**config.mk**
```make
export PLATFORM = sky130hd
export DESIGN_NAME = alu_iter
export DESIGN_NICKNAME = d
export VERILOG_FILES = /design/src/rtl/alu_pkg.sv /design/src/rtl/alu_mul_iter.sv /design/src/rtl/alu_iter.sv
export SDC_FILE = /design/constraint.sdc
export NUM_CORES = 1
export LEC_CHECK = 0
export ABC_CLOCK_PERIOD_IN_PS = 8700
export CAP_MARGIN = 20
export CORE_MARGIN = 10
export CORE_UTILIZATION = 50
export CTS_BUF_LIST = sky130_fd_sc_hd__clkbuf_8
export DETAILED_ROUTE_END_ITERATION = 16
export PLACE_DENSITY = 0.78
export SYNTH_ARGS = -nofsm -noshare
export SYNTH_HDL_FRONTEND = slang
export SYNTH_SLANG_ARGS = --single-unit
```
**constraint.sdc**
```tcl
create_clock -name clk -period 8.7 [get_ports clk]
set_clock_uncertainty 0.2 [all_clocks]
set_input_delay 1.74 -clock clk [delete_from_list [all_inputs] [get_ports clk]]
set_output_delay 1.74 -clock clk [all_outputs]
set_load 0.01 [all_outputs]
```
**src/rtl/alu_pkg.sv**
```systemverilog
// alu_pkg: opcode constants and controller state encoding shared by the iterative ALU.
`default_nettype none
package alu_pkg;

    localparam logic [2:0] OP_NAND = 3'b000;
    localparam logic [2:0] OP_ADD  = 3'b001;
    localparam logic [2:0] OP_SUB  = 3'b010;
    localparam logic [2:0] OP_ADC  = 3'b011;
    localparam logic [2:0] OP_SHL  = 3'b100;
    localparam logic [2:0] OP_SHR  = 3'b101;
    localparam logic [2:0] OP_MUL  = 3'b110;
    localparam logic [2:0] OP_RSVD = 3'b111;

    typedef enum logic [1:0] {
        ST_IDLE = 2'd0,
        ST_MUL  = 2'd1,
        ST_HOLD = 2'd2
    } state_t;

endpackage
`default_nettype wire

```
**src/rtl/alu_mul_iter.sv**
```systemverilog
// alu_mul_iter: unsigned shift-add multiplier, one multiplier bit per clock.
`default_nettype none
module alu_mul_iter #(
    parameter int WIDTH = 16
) (
    input  logic                 clk,
    input  logic                 rst_n,
    input  logic                 i_start,
    input  logic [WIDTH-1:0]     i_a,
    input  logic [WIDTH-1:0]     i_b,
    output logic                 o_done,
    output logic [2*WIDTH-1:0]   o_product
);
    localparam int CW = $clog2(WIDTH);

    logic [2*WIDTH-1:0] r_acc;
    logic [2*WIDTH-1:0] r_mcand;
    logic [WIDTH-1:0]   r_mplier;
    logic [CW-1:0]      r_cnt;
    logic               r_active;

    // Bit 0 is folded into the load so the product is final WIDTH-1 clocks later.
    always_ff @(posedge clk or negedge rst_n) begin
        if (!rst_n) begin
            r_acc    <= '0;
            r_mcand  <= '0;
            r_mplier <= '0;
            r_cnt    <= '0;
            r_active <= 1'b0;
        end else if (i_start) begin
            r_acc    <= i_b[0] ? {{WIDTH{1'b0}}, i_a} : '0;
            r_mcand  <= {{(WIDTH-1){1'b0}}, i_a, 1'b0};
            r_mplier <= {1'b0, i_b[WIDTH-1:1]};
            r_cnt    <= CW'(WIDTH-1);
            r_active <= 1'b1;
        end else if (r_active) begin
            if (r_cnt == '0) begin
                r_active <= 1'b0;
            end else begin
                if (r_mplier[0]) begin
                    r_acc <= r_acc + r_mcand;
                end
                r_mcand  <= {r_mcand[2*WIDTH-2:0], 1'b0};
                r_mplier <= {1'b0, r_mplier[WIDTH-1:1]};
                r_cnt    <= r_cnt - CW'(1);
            end
        end
    end

    assign o_done    = r_active && (r_cnt == '0);
    assign o_product = r_acc;

endmodule
`default_nettype wire

```
**src/rtl/alu_iter.sv**
```systemverilog
// alu_iter: valid/ready ALU with single-cycle logic/add/shift ops and an iterative multiply.
`default_nettype none
module alu_iter
    import alu_pkg::*;
#(
    parameter int WIDTH = 16
) (
    input  logic             clk,
    input  logic             rst_n,
    input  logic             in_valid,
    output logic             in_ready,
    input  logic [2:0]       op,
    input  logic [WIDTH-1:0] ina,
    input  logic [WIDTH-1:0] inb,
    output logic             out_valid,
    input  logic             out_ready,
    output logic [WIDTH-1:0] o,
    output logic             z,
    output logic             c,
    output logic             busy
);
    state_t             r_state;
    state_t             w_state_nxt;
    logic [WIDTH-1:0]   r_o;
    logic               r_c;
    logic               r_cf;
    logic               w_accept;
    logic               w_mul_start;
    logic               w_mul_done;
    logic [2*WIDTH-1:0] w_product;
    logic [WIDTH-1:0]   w_add_b;
    logic               w_cin;
    logic [WIDTH:0]     w_sum;
    logic [WIDTH-1:0]   w_alu_o;
    logic               w_alu_c;

    assign in_ready    = (r_state == ST_IDLE) || ((r_state == ST_HOLD) && out_ready);
    assign w_accept    = in_valid && in_ready;
    assign w_mul_start = w_accept && (op == OP_MUL);

    // Single adder shared by ADD/SUB/ADC; SUB is ina + ~inb + 1.
    assign w_add_b = (op == OP_SUB) ? ~inb : inb;
    assign w_cin   = (op == OP_SUB) ? 1'b1 : ((op == OP_ADC) ? r_cf : 1'b0);
    assign w_sum   = {1'b0, ina} + {1'b0, w_add_b} + {{WIDTH{1'b0}}, w_cin};

    always_comb begin
        w_alu_o = '0;
        w_alu_c = 1'b0;
        case (op)
            OP_NAND: w_alu_o = ~(ina & inb);
            OP_ADD, OP_SUB, OP_ADC: {w_alu_c, w_alu_o} = w_sum;
            OP_SHL: begin
                w_alu_o = {ina[WIDTH-2:0], 1'b0};
                w_alu_c = ina[WIDTH-1];
            end
            OP_SHR: begin
                w_alu_o = {1'b0, ina[WIDTH-1:1]};
                w_alu_c = ina[0];
            end
            default: begin
                w_alu_o = '0;
                w_alu_c = 1'b0;
            end
        endcase
    end

    alu_mul_iter #(.WIDTH(WIDTH)) u_mul (
        .clk       (clk),
        .rst_n     (rst_n),
        .i_start   (w_mul_start),
        .i_a       (ina),
        .i_b       (inb),
        .o_done    (w_mul_done),
        .o_product (w_product)
    );

    always_ff @(posedge clk or negedge rst_n) begin
        if (!rst_n) begin
            r_state <= ST_IDLE;
        end else begin
            r_state <= w_state_nxt;
        end
    end

    always_comb begin
        w_state_nxt = r_state;
        case (r_state)
            ST_IDLE: begin
                if (w_accept) begin
                    w_state_nxt = (op == OP_MUL) ? ST_MUL : ST_HOLD;
                end
            end
            ST_MUL: begin
                if (w_mul_done) begin
                    w_state_nxt = ST_HOLD;
                end
            end
            ST_HOLD: begin
                if (w_accept) begin
                    w_state_nxt = (op == OP_MUL) ? ST_MUL : ST_HOLD;
                end else if (out_ready) begin
                    w_state_nxt = ST_IDLE;
                end
            end
            default: w_state_nxt = ST_IDLE;
        endcase
    end

    // cf tracks the carry of whichever result was registered last, multiply included.
    always_ff @(posedge clk or negedge rst_n) begin
        if (!rst_n) begin
            r_o  <= '0;
            r_c  <= 1'b0;
            r_cf <= 1'b0;
        end else if (w_accept && (op != OP_MUL)) begin
            r_o  <= w_alu_o;
            r_c  <= w_alu_c;
            r_cf <= w_alu_c;
        end else if ((r_state == ST_MUL) && w_mul_done) begin
            r_o  <= w_product[WIDTH-1:0];
            r_c  <= |w_product[2*WIDTH-1:WIDTH];
            r_cf <= |w_product[2*WIDTH-1:WIDTH];
        end
    end

    assign o         = r_o;
    assign z         = (r_o == '0);
    assign c         = r_c;
    assign out_valid = (r_state == ST_HOLD);
    assign busy      = (r_state == ST_MUL);

endmodule
`default_nettype wire

```
==> results of run 1 <==
## worst min-delay path: cells and delay by family (launching register included)
kind | cells | cell delay (ns)
DFF | 1 | 0.37
and+or+nand+nor | 2 | 0.13
## cells by family after synthesis
logic type               share of synthesized area, %
flip-flops                                      33.99
buffers and inverters                           3.349
XOR/XNOR                                        6.649
AND/OR/NAND/NOR                                 20.56
AO/OA/AOI/OAI                                   26.31
multiplexers                                   0.6666
adder cells (fa/ha/maj)                         8.465
## cells in the mapped netlist, drive strengths merged, types with 4 or more instances
cell type and n:
and2 8, ha 46, a211oi 4, o22ai 9
xnor2 27, nand3 16, o21bai 12, o31ai 5
nor2b 9, a21oi 133, o21a 12, o21ai 54
nand2b 6, dfrtp 102, nand2 171, mux2i 5
buf 13, xor2 30, nor2 92, nor4 13
a31oi 37, o211ai 6, a21o 19, clkbuf 37
nor3 15, nand4 4, inv 14
## final cells by class
class | instances | share of cell area (%)
Clock inverter | 7 | 1.214
Timing Repair Buffer | 68 | 7.905
Clock buffer | 9 | 1.466
Sequential cell | 102 | 30.20
Inverter | 14 | 0.6218
Multi-Input combinational cell | 778 | 55.87
Tap cell | 184 | 2.724
## per-layer routing
| layer | global-route usage, % | vias to the layer above |
|---|---|---|
| met4 | 5.755 | 0 |
| met1 | 30.82 | 3440 |
| met3 | 4.039 | 32 |
| met2 | 35.29 | 277 |
| met5 | 0 | - |
| li1 | - | 3413 |
## power breakdown
group / leakage [nW] / switching, mW / internal (mW)
Clock: 0.116 / 0.186 / 0.166
Combinational: 2.27 / 0.934 / 0.672
Sequential: 1.28 / 0.178 / 0.671
## final timing paths
check / endpoint / slack (ns) / cells after the start
min in group asynchronous: o[13] / 1.12 / 1
worst max-delay path: o[8] / 3.30 / 15
worst max register to register: u_mul.o_product[9] / 5.57 / 7
worst min register to register: u_mul.r_mplier[14] / 0.32 / 2
worst min-delay path: u_mul.r_mplier[14] / 0.32 / 2
max in group asynchronous: u_mul.r_mcand[29] / 6.00 / 2
## flip-flops by register name, indices dropped and copies added (netlist names)
| register | count |
|---|---|
| u_mul.r_mcand | 31 |
| u_mul.r_cnt | 4 |
| u_mul.o_product | 32 |
| u_mul.r_active | 1 |
| r_cf | 1 |
| r_state | 2 |
| u_mul.r_mplier | 15 |
| o | 16 |
## stage by stage
step	instances	hold slack [ns]	area, sq um
global placement	1145	0.2609	8205
detailed placement	1145	0.2957	8205
CTS	1161	0.3228	8432
global route	1162	0.3639	8452
finish	1162	0.3212	8452
floorplan	944	0.2406	7508
==> flow_summary_export.csv, run 1 <==
group,metric,value,unit
outcome,status,"complete, no violations",
grt,grt_start_max_net_pins,92,
setup_path,cp.required,8.83,ns
job,maxCapViolations,0,
timing,finalSetupTns,0,ns
logic_synthesis,ys_dominant_reg_cell,"dfrtp_1",
clocking,worstSkewPairLatency,0.41,ns
floorplan,die_x,142.5,microns
placed_design,pre_cts_ws,2.947,ns
final_layout,nNetsFinal,1061,
route,maxUsedRoutingLayer,"met4",
route,drc,0,
setup_path,critPathArrivalTime,5.53,ns
final_layout,multiInputGateArea,4722,sq um
logic_synthesis,synth_warnings,0,
route,wirelength_met1,9860,microns
clocking,cts_made_buffers,9,
clocking,post_cts_buffers,0,
setup_path,cpPeakStageDelay,0.89,ns
timing,drv_slew,0,
logic_synthesis,ys_seq_area_share,33.99,%
timing,hold_viol_final,0,
final_layout,area_growth,12.56,%
setup_path,crit_chain,"clkdlybuf4s50_1 > nand2b_1 > nor2_1 > buf_4 > xor2_1 > fa_1 > fa_1 > a21oi_1 > o21ai_2 > a2111oi_0 > nor3_1 > xnor2_1 > o22ai_1 > nand2_1 > a21oi_1",
clocking,postCtsHoldBufs,0,
route,wl_met2,10430,microns
logic_synthesis,ys_top_cells_by_area,"dfrtp_1 34%, a21oi_1 8.7%, nand2_1 8.5%",
logic_synthesis,synth_top_cell_area_share,33.99,%
placed_design,gp_congestion,0.9808,
timing,clock.fmax,185.1,MHz
final_layout,final_common_cell,"nand2_1",
setup_path,crit_start,"op[1]",
timing,setup_violations,0,
clocking,root_buffer,"clkbuf_8",
route,ant_nets,0,
timing,slew_headroom,28.67,%
grt,gr-total-overflow,0,
timing,timing.final.crit_period,5.403,ns
setup_path,worstReg2RegStart,"r_state[1]",
logic_synthesis,async_flop_share,100.0,%
timing,setup_ws,3.297,ns
logic_synthesis,synth_top_area_cell,"dfrtp_1",
logic_synthesis,synth-edff-count,0,
setup_path,critPathBufInv,2,
grt,grt_first_pass_wirelength,36280,microns
logic_synthesis,synth_seq_cells,102,
floorplan,die-height,142.5,microns
timing,fin_crit_sh,62.10,%
final_layout,fillers,1364,
setup_path,crit_slowest_cell,"clkdlybuf4s50_1",
grt,first_global_vias,6545,
final_layout,diodes,0,
setup_path,path_delay_family,"buffers and inverters",
grt,antenna_found_initial,0,
final_layout,regArea,2552,sq um
route,met3_length,1599,microns
route,via_per_inst,6.164,
grt,grt_use_total,22.33,%
route,routed_wl,22350,microns
logic_synthesis,syn_inst,944,
logic_synthesis,synth_cell_types,67,
logic_synthesis,syn_area_per_cell,7.954,sq um
placed_design,place.port_buffers,59,
setup_path,worstPathMaxFanout,19,
clocking,cts_resized,0,
pwr,powerDensity,332.2,nW/um^2
final_layout,final_cell_mix,"171 x nand2_1, 131 x a21oi_1, 102 x dfrtp_1, 92 x nor2_1, 58 x clkdlybuf4s50_1",
pwr,p_leak,3.659,nW
logic_synthesis,syn_nets,1032,
floorplan,initial_utilization,51.27,%
timing,rsz0062_at_grt,"no",
floorplan,dieArea,20320,sq um
final_layout,fin_util,57.72,%
min_path,hold_start,"u_mul.r_mplier[14]",
clocking,clk_pin_slew,0.11,ns
floorplan,rows,44,
setup_path,critical_path_class,"in -> reg",
clocking,cts.sinks,102,
floorplan,io_pins,60,
route,num_vias,7162,
route,wl_per_cell,19.24,microns
floorplan,core_area,14640,sq um
setup_path,crit_path_end_kind,"flop",
setup_path,startpoint_type,"primary input",
route,drtIter0Drc,658,
pwr,design_power_total,2.808,mW
timing,worst_slew_pin_slew,1.065,ns
route,drt_pass1_iterations,5,
clocking,clock_path_buffers,2,
clocking,cts_tree,"built",
final_layout,drive_gt1_share,5.010,%
logic_synthesis,netlist_area,7508,sq um
min_path,hp-class,"reg -> reg",
placed_design,place_hpwl,16470,microns
clocking,h-tree-depth,3,
pwr,peakVddDrop,0.2357,mV
Power figures use the tool's default switching activity.
==> inputs of run 2 (changes only) <==
- ABC_CLOCK_PERIOD_IN_PS: 8700 -> 4530
- PLACE_DENSITY: 0.78 -> 0.81
- clock period: 8.7 -> 4.53 ns (I/O delays scaled with it)
==> flow_summary_export.csv, run 2 (synthesis results as in run 1) <==
group,metric,value,unit
outcome,status,"complete, no violations",
route,ant_nets,0,
job,maxCapViolations,0,
clocking,postCtsHoldBufs,0,
setup_path,crit_path_end_kind,"flop",
floorplan,initial_utilization,51.27,%
placed_design,pre_cts_ws,0.2206,ns
final_layout,fillers,1322,
placed_design,place_hpwl,16710,microns
grt,gr-total-overflow,0,
timing,setup_ws,0.6108,ns
pwr,clock_power_share,12.3,%
clocking,post_cts_buffers,0,
grt,grt_first_pass_wirelength,36360,microns
timing,clock.fmax,255.2,MHz
floorplan,rows,44,
final_layout,drive_gt1_share,5.488,%
pwr,share_seq_of_total_power,30.3,%
clocking,cts_tree,"built",
setup_path,worst_path_most_repeated_cell,"a21o_1",
timing,slew_headroom,30.45,%
final_layout,final_cell_mix,"171 x nand2_1, 131 x a21oi_1, 102 x dfrtp_1, 92 x nor2_1, 58 x clkdlybuf4s50_1",
route,routed_wl,22500,microns
floorplan,die_x,142.5,microns
pwr,peakVddDrop,0.4900,mV
pwr,switching_share,45.76,%
pwr,p_switching,2.455,mW
timing,timing.final.crit_period,3.919,ns
grt,grt_start_max_net_pins,64,
route,num_vias,7172,
clocking,cts.sinks,102,
clocking,cts_made_buffers,9,
setup_path,crit_slowest_cell,"clkdlybuf4s50_1",
clocking,h-tree-depth,3,
final_layout,nNetsFinal,1067,
clocking,worstSkewPairLatency,0.40,ns
clocking,cts_resized,0,
grt,first_global_vias,6771,
setup_path,startpoint_type,"primary input",
setup_path,worstPathMaxFanout,15,
route,wl_per_cell,19.26,microns
placed_design,gp_congestion,1.056,
floorplan,io_pins,60,
route,drtIter0Drc,870,
setup_path,critPathBufInv,2,
timing,drv_slew,0,
pwr,internal_power,2.910,mW
min_path,hp-class,"reg -> reg",
route,via_per_inst,6.140,
pwr,design_power_total,5.364,mW
setup_path,cpPeakStageDelay,0.41,ns
floorplan,die-height,142.5,microns
timing,finalSetupTns,0,ns
grt,grt_use_total,22.23,%
floorplan,core_area,14640,sq um
placed_design,place.port_buffers,59,
floorplan,dieArea,20320,sq um
clocking,clock_path_buffers,2,
route,drc,0,
pwr,powerDensity,631.6,nW/um^2
timing,setup_violations,0,
final_layout,area_growth,13.11,%
setup_path,path_delay_family,"compound AO/OA/AOI/OAI gates",
timing,fin_crit_sh,86.52,%
pwr,p_leak,3.685,nW
setup_path,critical_path_class,"in -> reg",
final_layout,final_common_cell,"nand2_1",
pwr,pwr-share-comb,57.4,%
timing,worst_slew_pin_slew,1.043,ns
timing,rsz0062_at_grt,"no",
clocking,clk_pin_slew,0.10,ns
clocking,root_buffer,"clkbuf_8",
route,drt_pass1_iterations,5,
setup_path,crit_chain,"clkdlybuf4s50_1 > nand2b_1 > nor2_1 > buf_4 > xor2_1 > ha_1 > a21o_1 > a41oi_2 > o21ai_2 > o31ai_4 > o21ai_1 > a221oi_2 > xnor2_1 > a21o_1",
timing,hold_viol_final,0,
final_layout,diodes,0,
setup_path,cp.required,4.63,ns
final_layout,largest_register_ffs,32,
timing,holdWs,0.2774,ns
grt,antenna_found_initial,0,
setup_path,critPathArrivalTime,4.02,ns
run 2: path summary, 6_finish.rpt:
check | slack (ns) | cells after the start | end | startpoint
max | 0.61 | 14 | o[13] | op[2]
min | 0.28 | 2 | u_mul.o_product[0] | u_mul.o_product[0]
max reg2reg | 1.47 | 12 | o[8] | r_cf
min reg2reg | 0.28 | 2 | u_mul.o_product[0] | u_mul.o_product[0]
max in group asynchronous | 2.94 | 2 | u_mul.o_product[30] | rst_n
min in group asynchronous | 0.36 | 1 | o[13] | rst_n
run 2: per-stage QoR:
step	instances	util [%]	instance area, sq um
after floorplan	944	-	7508
after global placement	1151	56.34	8250
after detailed placement	1151	56.34	8250
after CTS	1167	57.86	8473
after global routing	1168	58.00	8493
final	1168	58.00	8493
run 2: cell type report:
class | instances | area (sq um) | area share, %
Tap cell | 184 | 230.2 | 2.711
Clock buffer | 10 | 137.6 | 1.621
Inverter | 14 | 52.55 | 0.6187
Timing Repair Buffer | 74 | 713.2 | 8.397
Multi-Input combinational cell | 778 | 4722 | 55.60
Clock inverter | 6 | 85.08 | 1.002
Sequential cell | 102 | 2552 | 30.05
run 2: power groups by stage:
stage / Clock [mW] / Combinational (mW) / Sequential [mW]
floorplan: 0 / 2.30 / 1.54
CTS: 0.673 / 3.03 / 1.62
finish: 0.658 / 3.08 / 1.63
global placement: 0 / 2.94 / 1.62
detailed placement: 0 / 3.01 / 1.63
global route: 0.705 / 3.43 / 1.66
run 2: worst register-to-register path: cells and delay by family (launching register included):
| family | cells | cell delay, ns |
|---|---|---|
| buffers and inverters | 1 | 0.11 |
| AOI/OAI and AO/OA | 6 | 1.09 |
| DFF | 1 | 0.43 |
| and+or+nand+nor | 2 | 0.20 |
| xor gates and xnor gates | 1 | 0.15 |
| adders and majority gates | 2 | 0.82 |
run 2: layer usage:
| layer | GRT usage, % | wire length (microns) |
|---|---|---|
| met2 | 35.85 | 10470 |
| met1 | 28.81 | 9679 |
| met3 | 4.940 | 1672 |
| met5 | 0 | 0 |
| met4 | 7.600 | 678 |
